$ cat config.mk
export PLATFORM = sky130hd
export DESIGN_NAME = step_ctrl
export DESIGN_NICKNAME = d
export VERILOG_FILES = /design/src/rtl/step_ctrl_pkg.sv /design/src/rtl/step_ctrl_btn_debounce.sv /design/src/rtl/step_ctrl.sv
export SDC_FILE = /design/constraint.sdc
export NUM_CORES = 1
export LEC_CHECK = 0
export CORE_ASPECT_RATIO = 0.75
export CORE_MARGIN = 2
export CORE_UTILIZATION = 52
export CTS_BUF_LIST = sky130_fd_sc_hd__clkbuf_4 sky130_fd_sc_hd__clkbuf_8 sky130_fd_sc_hd__clkbuf_16
export CTS_CLUSTER_SIZE = 20
export DETAILED_ROUTE_END_ITERATION = 8
export PLACE_DENSITY = 0.81
export SYNTH_ARGS = -nofsm -noshare
export SYNTH_HDL_FRONTEND = slang
export SYNTH_SLANG_ARGS = --single-unit
export TNS_END_PERCENT = 100
$ cat constraint.sdc
create_clock -name clk -period 2.1 [get_ports clk]
set_input_delay 0.42 -clock clk [delete_from_list [all_inputs] [get_ports clk]]
set_output_delay 0.42 -clock clk [all_outputs]
set_load 0.05 [all_outputs]
$ cat src/rtl/step_ctrl_pkg.sv
// Shared state encodings for the clock-enable scheduler and the LED/display logic.
package step_ctrl_pkg;

    localparam int unsigned STATE_W = 2;

    typedef enum logic [STATE_W-1:0] {
        S_STEP = 2'b00,
        S_RUN  = 2'b01,
        S_HALT = 2'b10
    } state_t;

endpackage

$ cat src/rtl/step_ctrl_btn_debounce.sv
// Push-button conditioning: 2-FF synchronizer, counter debouncer and a
// registered one-cycle pulse on each rising edge of the debounced level.
module btn_debounce #(
    parameter int unsigned DEB_W = 20
) (
    input  logic clk,
    input  logic rst_n,
    input  logic i_btn,
    output logic o_rise
);

    logic [1:0]       r_sync;
    logic [DEB_W-1:0] r_cnt;
    logic             r_stable;
    logic             r_stable_d;
    logic             r_rise;

    always_ff @(posedge clk or negedge rst_n) begin
        if (!rst_n) begin
            r_sync     <= '0;
            r_cnt      <= '0;
            r_stable   <= 1'b0;
            r_stable_d <= 1'b0;
            r_rise     <= 1'b0;
        end else begin
            r_sync     <= {r_sync[0], i_btn};
            r_stable_d <= r_stable;
            r_rise     <= r_stable & ~r_stable_d;
            // Flip only after 2^DEB_W consecutive disagreeing samples.
            if (r_sync[1] != r_stable) begin
                if (r_cnt == '1) begin
                    r_stable <= r_sync[1];
                    r_cnt    <= '0;
                end else begin
                    r_cnt <= r_cnt + DEB_W'(1);
                end
            end else begin
                r_cnt <= '0;
            end
        end
    end

    assign o_rise = r_rise;

endmodule

$ cat src/rtl/step_ctrl.sv
// Clock-enable scheduler: run-mode divider or debounced single-step issue, with halt.
// Optional step counter on `ce` pulses is built when STEP_CNT_EN is defined.
module step_ctrl
    import step_ctrl_pkg::*;
#(
    parameter int unsigned DIV_W = 28,
    parameter int unsigned DEB_W = 20
) (
    input  logic               clk,
    input  logic               rst_n,
    input  logic               run_sw,
    input  logic               step_btn,
    input  logic               halt_req,
    output logic               ce,
    output logic [STATE_W-1:0] state,
    output logic [15:0]        step_cnt
);

    logic             r_run_meta;
    logic             r_run_s;
    logic             w_btn_rise;
    state_t           r_state;
    state_t           w_state_nxt;
    logic [DIV_W-1:0] r_div;
    logic [DIV_W-1:0] w_div_nxt;
    logic             r_ce;
    logic             w_ce_nxt;

    btn_debounce #(
        .DEB_W (DEB_W)
    ) u_btn (
        .clk    (clk),
        .rst_n  (rst_n),
        .i_btn  (step_btn),
        .o_rise (w_btn_rise)
    );

    always_ff @(posedge clk or negedge rst_n) begin
        if (!rst_n) begin
            r_run_meta <= 1'b0;
            r_run_s    <= 1'b0;
        end else begin
            r_run_meta <= run_sw;
            r_run_s    <= r_run_meta;
        end
    end

    always_ff @(posedge clk or negedge rst_n) begin
        if (!rst_n) begin
            r_state <= S_STEP;
            r_div   <= '0;
            r_ce    <= 1'b0;
        end else begin
            r_state <= w_state_nxt;
            r_div   <= w_div_nxt;
            r_ce    <= w_ce_nxt;
        end
    end

    // Divider defaults to 0, so it is held cleared outside S_RUN and on every exit.
    always_comb begin
        w_state_nxt = r_state;
        w_div_nxt   = '0;
        w_ce_nxt    = 1'b0;
        if (halt_req) begin
            w_state_nxt = S_HALT;
        end else begin
            case (r_state)
                S_STEP: begin
                    if (w_btn_rise) w_ce_nxt = 1'b1;
                    if (r_run_s)    w_state_nxt = S_RUN;
                end
                S_RUN: begin
                    if (!r_run_s) begin
                        w_state_nxt = S_STEP;
                    end else if (r_div == '1) begin
                        w_ce_nxt = 1'b1;
                    end else begin
                        w_div_nxt = r_div + DIV_W'(1);
                    end
                end
                S_HALT: begin
                    if (w_btn_rise && !r_run_s) w_state_nxt = S_STEP;
                end
                default: w_state_nxt = S_STEP;
            endcase
        end
    end

    assign ce    = r_ce;
    assign state = r_state;

`ifdef STEP_CNT_EN
    logic [15:0] r_step_cnt;

    always_ff @(posedge clk or negedge rst_n) begin
        if (!rst_n) begin
            r_step_cnt <= '0;
        end else if (r_ce) begin
            r_step_cnt <= r_step_cnt + 16'd1;
        end
    end

    assign step_cnt = r_step_cnt;
`else
    assign step_cnt = '0;
`endif

endmodule

==> impl_metrics.toml, run 1 <==
[status]
status = "finished, final reports clean"

[timing]
timing_max_transition_violations_final = 0
fin_skew_ns = 0.00543
period_minus_slack_ns = 2.02
slew_headroom_pct = 62.1
tightest_slew_ns = 0.569
hold_viol = 0
fmax_mhz = 496
finalCritPeriodShare_pct = 96.0
timing.final.ws_setup_ns = 0.0845
setup_viol = 0

[critical_path]
crit_chain = "ha_2 > nand3_2 > or4_4 > buf_4 > or4_1 > a21oi_2"
cp_max_fo = 6
path_buf_inv = 1
cp.arrival_ns = 2.28
startpoint_type = "flip-flop"
worstPathRequired_ns = 2.37
slowest_stage = "or4_4"
path_delay_family = "simple AND/OR/NAND/NOR gates"
slowest_delay_ns = 0.52
critPathCaptureType = "flip-flop"
crit_type = "reg2reg"

[yosys]
yosysWarnings = 0
seq_area_frac_synth_pct = 49.4
async_flop_share_pct = 100
synth_edf_count = 0
ys_seq_elements = 58
ys.flop_type = "dfrtp_1"
synth.distinct_cells = 48
syn_avg_cell_area_sq_um = 9.72
synth_cells = 302
syn_area_sq_mm = 0.00294

[finish]
seq_area_sq_mm = 0.00145
drive_gt1_share_pct = 16.0
nets = 333
area_delta_synth_final_pct = 15.8
final_cell_mix = "dfrtp_1 (57), nor2_1 (32), nand2_1 (22), a21oi_1 (18), xnor2_1 (17)"
stdcell_count = 406
multi_input_area_sq_mm = 0.00137
fillCellCount = 436
antenna_cells = 0
final_common_cell = "dfrtp_1"

[global_routing]
antenna_found_initial = 0
grt_max_degree = 26
grt_usage_pct = 19.5
grt_pass1_vias = 2099
gr-total-overflow = 0
grt_pass1_wl_um = 9800

[floorplan]
io_pins = 24
rows = 23
die_h_um = 69.1
dieArea_sq_mm = 0.00627
die_x_um = 90.8
core_sq_mm = 0.00538
start_util_pct = 54.6

[pwr]
irDropWorstVdd_mv = 0.616
power.leakage_nw = 1.33
p_per_area_mw_per_mm2 = 742

[clocking]
htree_levels = 3
cts_tree = "done"
cts.clk_slew.worst_paths_ns = 0.07
cts.path.max_buffers = 2
clk_latency_ns = 0.34
ctsHoldBuffers = 0
cts_buffers = 9
clkSinkCount = 58
root_buffer = "clkbuf_8"

[drt]
ant_nets = 0
viasPerCell = 5.55
drtPass1Iterations = 4
wl_per_cell_um = 13.9
routed_wl_um = 5630
initialDrtViolationCount = 134
vias = 2255
drc = 0

[min_path]
hp-class = "in2async"

[place]
port_buffers = 7
place.gp.congestion = 0.779
pre_cts_slack_ns = 0.0566
dp_hpwl_um = 3890
placed_cells = 389

[flow_run]
cap_violations = 0
==> cell usage after synthesis (2+ instances only) <==
cell / number / share of area, %
a21oi_1: 19 / 3.2
nor3_1: 7 / 1.2
nor2_1: 32 / 4.1
o31ai_1: 8 / 2.0
buf_2: 6 / 1.0
or3_1: 11 / 2.3
xor2_1: 7 / 2.1
o21ai_0: 11 / 1.9
nand3_1: 18 / 3.1
xnor2_1: 17 / 5.1
nor4_1: 7 / 1.5
buf_4: 16 / 4.1
or4_4: 2 / 0.77
nand4_1: 5 / 1.1
dfrtp_1: 58 / 49
nand2b_1: 2 / 0.43
nand2_1: 22 / 2.8
or4_1: 9 / 2.3
or2_2: 2 / 0.43
and3_1: 4 / 0.85
ha_1: 2 / 0.85
inv_1: 10 / 1.3
nor2b_1: 2 / 0.43
==> worst paths after layout <==
path	to	slack, ns	cells after the start	from
max reg2reg	r_div[22]	0.08	6	r_div[1]
min reg2reg	r_run_s	0.35	0	r_run_meta
min	u_btn.r_cnt[5]	0.07	1	rst_n
max	r_div[22]	0.08	6	r_div[1]
max in group asynchronous	u_btn.r_stable_d	1.47	2	rst_n
min in group clk	r_run_s	0.35	0	r_run_meta
==> power by group <==
| group | leakage, nW | internal [mW] | total [mW] | switching [mW] |
|---|---|---|---|---|
| combinational | 0.404 | 0.0190 | 0.116 | 0.0966 |
| clock | 0.129 | 0.848 | 1.28 | 0.429 |
| sequential | 0.792 | 1.13 | 1.13 | 0.00573 |
| total | 1.33 | 1.99 | 2.52 | 0.531 |
==> timing repair <==
action | CTS | global route
setup endpoints to repair | 1 | 26
setup buffers | 0 | 1
pin swaps | 0 | 1
cloned | 0 | 0
gates resized for setup | 1 | 8
==> final cells by class <==
cell class                      count  share of cell area, %
Sequential cell                    58                   42.7
Multi-Input combinational cell    225                   40.4
Timing Repair Buffer               22                   5.63
Clock buffer                       11                   4.45
Clock inverter                      5                   2.94
Tap cell                           75                   2.76
Inverter                           10                   1.10
==> registers in the layout, summed over array words and instances (netlist names) <==
signal / count
ce: 1
r_div: 28
r_run_meta: 1
r_run_s: 1
state: 2
u_btn.o_rise: 1
u_btn.r_cnt: 20
u_btn.r_stable: 1
u_btn.r_stable_d: 1
u_btn.r_sync: 2
==> metrics by stage <==
step                      utilization [%]  hold slack, ns  instance area (sq um)  total power, mW  setup TNS (ns)
after floorplan                         -           0.124                   2990             1.25               0
after global placement               57.8           0.333                   3110             1.27               0
after detailed placement             57.8           0.339                   3110             1.27               0
after CTS                            62.5          0.0792                   3360             2.55               0
after global routing                 63.2           0.105                   3400             2.61        -0.00650
final                                63.2          0.0717                   3400             2.52               0
==> cells by family (layout without fill, tap and decap cells) <==
group | after synthesis | in the layout | synth area share [%]
muxes | 2 | 2 | 0.724
adders and majority gates | 2 | 2 | 0.852
DFF | 58 | 58 | 49.4
other | 1 | 16 | 0.128
and+or+nand+nor | 133 | 133 | 24.4
xor gates and xnor gates | 24 | 24 | 7.16
buffers and inverters | 34 | 48 | 6.65
AOI/OAI and AO/OA | 48 | 48 | 10.7
==> metal layers <==
metal  vias up  GRT usage (%)  routed length [um]
li1       1092              -                   -
met1      1090           27.3                2770
met2        68           27.6                2490
met3         5           6.99                 324
met4         0           8.25                  49
met5         -              0                   0
Note: power is estimated with default switching activity, not from simulation.
==> run 2: changes to the inputs <==
--- a/config.mk
+++ b/config.mk
@@ -7,11 +7,11 @@
 export LEC_CHECK = 0
 export CORE_ASPECT_RATIO = 0.75
 export CORE_MARGIN = 2
-export CORE_UTILIZATION = 52
-export CTS_BUF_LIST = sky130_fd_sc_hd__clkbuf_4 sky130_fd_sc_hd__clkbuf_8 sky130_fd_sc_hd__clkbuf_16
+export CORE_UTILIZATION = 50
 export CTS_CLUSTER_SIZE = 20
 export DETAILED_ROUTE_END_ITERATION = 8
-export PLACE_DENSITY = 0.81
+export HOLD_SLACK_MARGIN = 0.06
+export PLACE_DENSITY = 0.79
 export SYNTH_ARGS = -nofsm -noshare
 export SYNTH_HDL_FRONTEND = slang
 export SYNTH_SLANG_ARGS = --single-unit
==> run 2 against run 1 <==
Compared with the run above:
- combinational power about the same
- die area increased by 3.8%
- non-clock buffer count increased by 1
- final cell count increased by 0.99%
- largest cell class unchanged
==> impl_metrics.toml, run 2 (synthesized netlist as in run 1, its figures left out) <==
[global_routing]
grt_max_degree = 59
antenna_found_initial = 0
grt_pass1_vias = 2113
grt-busiest-layer = "met2"
use_met3_pct = 5.83
use_met2_pct = 27.6
gr-total-overflow = 0
met1_usage_pct = 24.9
grt_usage_pct = 18.0
grt_pass1_wl_um = 9380

[critical_path]
rr_startpoint = "r_div[1]"
critPathCaptureType = "flip-flop"
crit_path_start = "r_div[1]"
crit_type = "reg2reg"
r2r-end = "r_div[22]"
startpoint_type = "flip-flop"
worstPathRequired_ns = 2.35
cp_max_fo = 18
worstRegToRegCells = 6
cp.arrival_ns = 2.27
reg2reg_slack_ns = 0.08

[floorplan]
start_util_pct = 51.2
core_sq_mm = 0.00574
dieArea_sq_mm = 0.00651
die_h_um = 70.4
io_pins = 24
rows = 24
die_x_um = 92.5

[finish]
top_regs = "r_div: 28 flops, u_btn.r_cnt: 20 flops"
fillCellCount = 472
area_delta_synth_final_pct = 14.4
drive_gt1_share_pct = 15.1
nets = 334
top_register = "r_div"
largest_register_ff_count = 28
final_cell_mix = "dfrtp_1 (58), nor2_1 (32), nand2_1 (22), a21oi_1 (19)"
final_common_cell = "dfrtp_1"
final_core_util_pct = 58.6
antenna_cells = 0

[clocking]
cts.clk_slew.worst_paths_ns = 0.06
cts_buffers = 9
clk_latency_ns = 0.32
root_buffer = "clkbuf_8"
ctsHoldBuffers = 0
htree_levels = 3
clkSinkCount = 58
cts_tree = "done"
cts.path.max_buffers = 2
cts_setup_buffers = 0

[flow_run]
cap_violations = 0

[drt]
ant_nets = 0
viasPerCell = 5.44
initialDrtViolationCount = 160
drtPass1Iterations = 4
routed_wl_um = 5310
drc = 0
wl_per_cell_um = 13.0
vias = 2230

[timing]
fmax_mhz = 495
hold_viol = 0
rsz0062_at_grt = "false"
tns_ns = 0
setup_viol = 0
finalCritPeriodShare_pct = 96.3
fin_skew_ns = 0.00603
timing_max_transition_violations_final = 0
period_minus_slack_ns = 2.02

[place]
place.gp.congestion = 0.803
dp_hpwl_um = 3680
port_buffers = 7

[pwr]
power.leakage_nw = 1.31
p_per_area_mw_per_mm2 = 676
irDropWorstVdd_mv = 0.383

[status]
status = "finished, final reports clean"

[min_path]
hp-class = "in2async"
[run 2: changes by cell type in the layout (fill, tap and decap cells not counted), sizes merged]
cell and change:
clkinvlp +1, clkdlybuf4s50 +1, bufinv -2, clkinv +1
[run 2: final cells by class]
class	instances	area [sq um]	share of cell area (%)
inverters	10	37.5	1.12
multi-input cells	225	1370	40.6
clock buffers	11	151	4.50
repair buffers	23	205	6.11
clock inverters	5	52.6	1.56
well taps	78	97.6	2.90
flip-flops and latches	58	1450	43.2
[run 2: timing repair]
action | in CTS | in global routing
hold endpoints to repair | 0 | 0
resized for setup | 0 | 7
setup endpoints to repair | 0 | 20
[run 2: worst max path at each step]
stage,end,slack [ns],cells after the start
2_1_floorplan,r_div[22],0.10,6
3_3_place_gp,r_div[22],0.1,6
3_5_place_dp,r_div[22],0.04,6
4_1_cts,r_div[26],0.04,4
5_1_grt,r_div[22],0.006,6
6_report,r_div[22],0.08,6
[run 2: stage by stage]
stage	hold slack [ns]	cell area [sq um]	cells	power (mW)	setup WS (ns)
6_report	0.0955	3360	410	2.27	0.0780
5_1_grt	0.104	3360	410	2.37	0.00580
4_1_cts	0.0905	3330	410	2.30	0.0428
3_5_place_dp	0.336	3130	394	1.27	0.0420
3_3_place_gp	0.341	3130	394	1.27	0.0971
2_1_floorplan	0.124	2990	317	1.25	0.104
[run 2: report_power, final]
| group | switching [mW] | leakage, nW | internal [mW] | total (mW) |
|---|---|---|---|---|
| combinational | 0.0968 | 0.407 | 0.0193 | 0.116 |
| sequential | 0.00628 | 0.794 | 1.13 | 1.13 |
| clock | 0.419 | 0.105 | 0.606 | 1.02 |
[run 2: critical path: stages, from the launching register on]
cell	delay (ns)
dfrtp_1	0.37
ha_2	0.20
nand3_2	0.08
or4_4	0.53
buf_8	0.17
or4_1	0.46
a21oi_1	0.15
[run 2: routing by layer]
layer | routed length, um | vias up | part of all wire (%)
met1 | 2570 | 1076 | 48
met5 | 0 | - | 0
met4 | 51 | 0 | 0.96
met3 | 224 | 8 | 4.2
met2 | 2470 | 49 | 46
li1 | - | 1097 | -
==> run 3: changes to the inputs <==
--- a/config.mk
+++ b/config.mk
@@ -5,6 +5,7 @@
 export SDC_FILE = /design/constraint.sdc
 export NUM_CORES = 1
 export LEC_CHECK = 0
+export CAP_MARGIN = 0
 export CORE_ASPECT_RATIO = 0.75
 export CORE_MARGIN = 2
 export CORE_UTILIZATION = 50
==> results of run 3 <==
Same layout as run 2: the final DEF is identical, and so are final timing and power.
